==> config.mk <==
export PLATFORM = sky130hd
export DESIGN_NAME = prbs_block_sequencer
export DESIGN_NICKNAME = d
export VERILOG_FILES = /design/src/rtl/prbs_pkg.sv /design/src/rtl/prbs_block_sequencer.sv
export SDC_FILE = /design/constraint.sdc
export NUM_CORES = 1
export LEC_CHECK = 0
export CORE_MARGIN = 8
export CORE_UTILIZATION = 43
export CTS_CLUSTER_DIAMETER = 50
export DETAILED_ROUTE_END_ITERATION = 8
export PLACE_DENSITY_LB_ADDON = 0.05
export SYNTH_ARGS = -nofsm -noshare
export SYNTH_HDL_FRONTEND = slang
export SYNTH_SLANG_ARGS = --single-unit
==> constraint.sdc <==
create_clock -name clk -period 1.55 [get_ports clk]
set_input_delay 0.155 -clock clk [delete_from_list [all_inputs] [get_ports clk]]
set_output_delay 0.155 -clock clk [all_outputs]
set_load 0.01 [all_outputs]
==> src/rtl/prbs_pkg.sv <==
// Shared types and constants for the WiMAX randomizer block sequencer.
package prbs_pkg;

    typedef enum logic [1:0] {
        IDLE,
        LOAD,
        ACTIVE,
        DONE
    } state_t;

    localparam int PRBS_W = 15;

    // MSB corresponds to register stage 1 of the 1+x^14+x^15 generator.
    localparam logic [PRBS_W-1:0] SEED_DEFAULT_C = 15'h4A80;

endpackage

==> src/rtl/prbs_block_sequencer.sv <==
// Drives seed load / advance for the WiMAX PRBS one FEC block at a time.
// Optional macro PRBS_SEED_CFG_EN adds a per-burst seed_cfg input.
module prbs_block_sequencer
    import prbs_pkg::*;
#(
    parameter int                BLOCK_BITS   = 96,
    parameter logic [PRBS_W-1:0] SEED_DEFAULT = SEED_DEFAULT_C,
    localparam int               CNT_W        = $clog2(BLOCK_BITS)
) (
    input  logic              clk,
    input  logic              resetN,
    input  logic              valid_in,
    output logic              ready_out,
    input  logic              ready_in,
    output logic              valid_out,
    output logic              prbs_load,
    output logic              prbs_en,
    output logic [PRBS_W-1:0] prbs_seed,
    output logic              first_out,
    output logic              last_out,
    output logic              block_done,
`ifdef PRBS_SEED_CFG_EN
    input  logic [PRBS_W-1:0] seed_cfg,
`endif
    input  logic              abort
);

    localparam logic [CNT_W-1:0] LAST_CNT = CNT_W'(BLOCK_BITS - 1);

    state_t           state;
    state_t           state_next;
    logic [CNT_W-1:0] cnt;
    logic             xfer;
    logic             at_last;

    assign at_last = (cnt == LAST_CNT);

    always_ff @(posedge clk) begin
        if (!resetN) begin
            state <= IDLE;
        end else begin
            state <= state_next;
        end
    end

    always_comb begin
        state_next = state;
        ready_out  = 1'b0;
        valid_out  = 1'b0;
        prbs_load  = 1'b0;
        prbs_en    = 1'b0;
        first_out  = 1'b0;
        last_out   = 1'b0;
        block_done = 1'b0;
        xfer       = 1'b0;
        case (state)
            IDLE: begin
                if (valid_in) begin
                    state_next = LOAD;
                end
            end
            LOAD: begin
                prbs_load  = 1'b1;
                state_next = ACTIVE;
            end
            ACTIVE: begin
                ready_out = ready_in;
                valid_out = valid_in;
                xfer      = valid_in & ready_in;
                prbs_en   = xfer;
                first_out = valid_in & (cnt == '0);
                last_out  = valid_in & at_last;
                if (xfer && at_last) begin
                    state_next = DONE;
                end
            end
            DONE: begin
                block_done = 1'b1;
                state_next = valid_in ? LOAD : IDLE;
            end
            default: begin
                state_next = IDLE;
            end
        endcase
        // Abort only redirects the next state; this cycle's outputs stand.
        if (abort) begin
            state_next = IDLE;
        end
    end

    always_ff @(posedge clk) begin
        if (!resetN || abort) begin
            cnt <= '0;
        end else if (state == LOAD) begin
            cnt <= '0;
        end else if (xfer) begin
            cnt <= at_last ? '0 : cnt + 1'b1;
        end
    end

`ifdef PRBS_SEED_CFG_EN
    logic [PRBS_W-1:0] seed_q;

    // Only sampled between blocks so a running block keeps its seed.
    always_ff @(posedge clk) begin
        if (!resetN) begin
            seed_q <= SEED_DEFAULT;
        end else if (state == IDLE || state == DONE) begin
            seed_q <= seed_cfg;
        end
    end

    assign prbs_seed = seed_q;
`else
    assign prbs_seed = SEED_DEFAULT;
`endif

endmodule

==> impl_metrics.ini, run 1 <==
[route]
drtIter0Drc = 7
firstDrtPassIters = 4
route.detailed.drc = 0
vias = 658
post_drt_via_cell_ratio = 4.73
antenna_left = 0
routed_wirelength_um = 1750
route.detailed.wl_per_inst_um = 12.6

[clock_tree]
cts_made_buffers = 3
ctsRootBufferMaster = sky130_fd_sc_hd__clkbuf_4
clock_path_buffers = 2
worstSkewPairLatency_ns = 0.26
clk_transition_reported_paths_ns = 0.07
post_cts_hold_buffer_count = 0
cts_htree_levels = 1
tritoncts_num_sinks = 9
clock_tree_from_tritoncts = done

[run_status]
status = complete, no violations

[placement]
gpl.final_weighted_congestion = 0.769
placement.io_buffers = 11
placed_cells = 134
hpwlAfterDp_um = 1360

[synth]
synth_warnings = 0
synth_flop_cell = sky130_fd_sc_hd__dfxtp_1
syn_area_cell_um2 = 8.06
yosys_register_bits = 9
synth.distinct_cells = 35
synth_sequential_area_ratio = 0.248
synth_enable_flop_cells = 0
postSynthCellCount = 90
async_reset_ff_frac = 0
syn_area_um2 = 726

[critical_path]
cp_cell_instances = buf_4 -> inv_2 -> ha_4 -> nor4bb_4 -> buf_2
critPathMaxStageDelay_ns = 0.33
cp_top_family = buffers and inverters
cp-start-kind = flop
worst-endpoint-required_ns = 1.39
worstSetupPathType = flop to output pin
critical_path_buf_inv_count = 3
cp_data_arrival_time_ns = 1.33
setup.worst_path.end_class = output pin
cell_with_the_largest_stage_delay_on_the_worst_path = sky130_fd_sc_hd__dfxtp_2
critical_path_fanouts_max = 3

[worst_hold_path]
hp-class = flop to flop

[floorplan]
ioPinCount = 27
rows = 15
dieHeight_um = 57.1
start_util = 0.439
area_of_the_core_region_um2 = 1650
design.die.area_um2 = 3260
die_x_um = 57.1

[cells_and_area]
syn2layout_area_growth_pct = 40.0
final_cell_mix = 20 x sky130_fd_sc_hd__buf_4, 15 x sky130_fd_sc_hd__conb_1, 8 x sky130_fd_sc_hd__nand2_1
fin_cells = 139
layout.cells.most_common = sky130_fd_sc_hd__buf_4
antenna_cells = 0
multiInputGateArea_um2 = 510
fraction_of_final_layout_cells_sized_beyond_drive_strength_1 = 0.344
num-fill-cells = 153
final_net_count = 135
flip_flop_and_latch_area_um2 = 185
layout.core_utilization = 0.615

[timing]
fmaxAchievable_mhz = 676
rsz0062_at_grt = true
clock_skew_after_layout_ns = 0.00301
finalHoldViolCount = 0
timing.final.max_slew_violations = 0
post-route-period-util = 0.955
timing.final.setup_violations = 0
timing.final.crit_period_ns = 1.48
totalNegativeSetupSlack_ns = 0

[global_routing]
grt_usage = 0.109
globalRoute.totalOverflow = 0
vias_in_the_first_global_route = 640
maximum_number_of_pins_on_one_net_before_global_route_repair = 8
grt_first_pass_wirelength_um = 2860
antenna_found_initial = 0

[run]
max_cap_viol_count = 0

[power_and_ir_drop]
static-leakage-power_nw = 0.453
power-per-cell-area_nw_per_um2 = 509
max_vdd_drop_mv = 0.296
worst paths after layout:
path	start	slack [ns]	cells after the start	to
setup / recovery	cnt[1]	0.07	5	first_out
hold / removal	cnt[0]	0.61	3	cnt[0]
setup reg to reg	state[1]	0.09	6	cnt[5]
hold reg to reg	cnt[0]	0.61	3	cnt[0]
cell usage after synthesis (all sizes together), types with 2 or more instances:
| cell type | n | area (µm²) |
|---|---|---|
| inv | 7 | 26.3 |
| buf | 15 | 113 |
| nor2b | 2 | 12.5 |
| dfxtp | 9 | 180 |
| nand2 | 9 | 33.8 |
| conb | 2 | 7.51 |
| nand3 | 3 | 20.0 |
| nand4 | 2 | 12.5 |
| nor2 | 4 | 15.0 |
| o211ai | 2 | 15.0 |
| or3 | 2 | 12.5 |
| ha | 7 | 87.6 |
| o21ai | 2 | 10.0 |
| a21oi | 3 | 15.0 |
| mux2i | 3 | 30.0 |
timing repair:
action | in CTS | in global routing
setup buffers | 0 | 1
endpoints found under the setup margin | 7 | 8
pin swaps | 0 | 2
gates cloned | 0 | 0
resized for setup | 18 | 15
per-stage QoR:
stage / instance area, µm² / hold slack (ns) / power [mW] / setup WS, ns
3_3_place_gp: 932 / 0.546 / 0.328 / -0.174
6_report: 1020 / 0.605 / 0.517 / 0.0699
2_1_floorplan: 774 / 0.364 / 0.317 / 0.105
4_1_cts: 958 / 0.527 / 0.524 / -0.0822
5_1_grt: 1020 / 0.638 / 0.549 / -0.00642
3_5_place_dp: 932 / 0.546 / 0.328 / -0.193
cell type report:
cell class                 instances  area share
clock buffer                       4      0.0259
inverter                           7      0.0259
multi-input combinational         71       0.502
sequential                         9       0.182
tap                               17      0.0209
timing repair buffer              31       0.243
power by group:
| part | internal [mW] | switching, mW |
|---|---|---|
| sequential | 0.234 | 0.00194 |
| combinational | 0.0410 | 0.0512 |
| clock | 0.0994 | 0.0890 |
kinds of logic (layout without fill, tap and decap cells):
kind of cell,Yosys count,in the layout,synth area share
compound gates,12,12,0.116
xor+xnor,1,1,0.0121
fa+ha+maj,7,7,0.121
buf+inv,23,42,0.197
flops,9,9,0.248
mux,3,3,0.0414
other cells,2,15,0.0103
simple gates,33,33,0.255
per-layer routing:
layer / share of wire / wire length [µm] / global-route usage
met5: 0 / 0 / 0
met1: 0.45 / 786 / 0.119
met3: 0.045 / 78 / 0.0355
met2: 0.50 / 865 / 0.180
met4: 0.0086 / 15 / 0.0604
sequential cells by signal, summed over array words and instances (netlist names):
register	flops
cnt	7
state	2
worst min-delay path: cells and delay by family (launching register included):
family,cells,cell delay [ns]
flip-flops,1,0.33
buffers and inverters,1,0.13
AND/OR/NAND/NOR,1,0.05
AO/OA/AOI/OAI,1,0.05
Power figures use the tool's default switching activity.
==> run 2: changes to the inputs <==
SLEW_MARGIN = 25   (was not set)
==> results of run 2 <==
The final DEF is identical to that of run 1; final timing and power are the same.
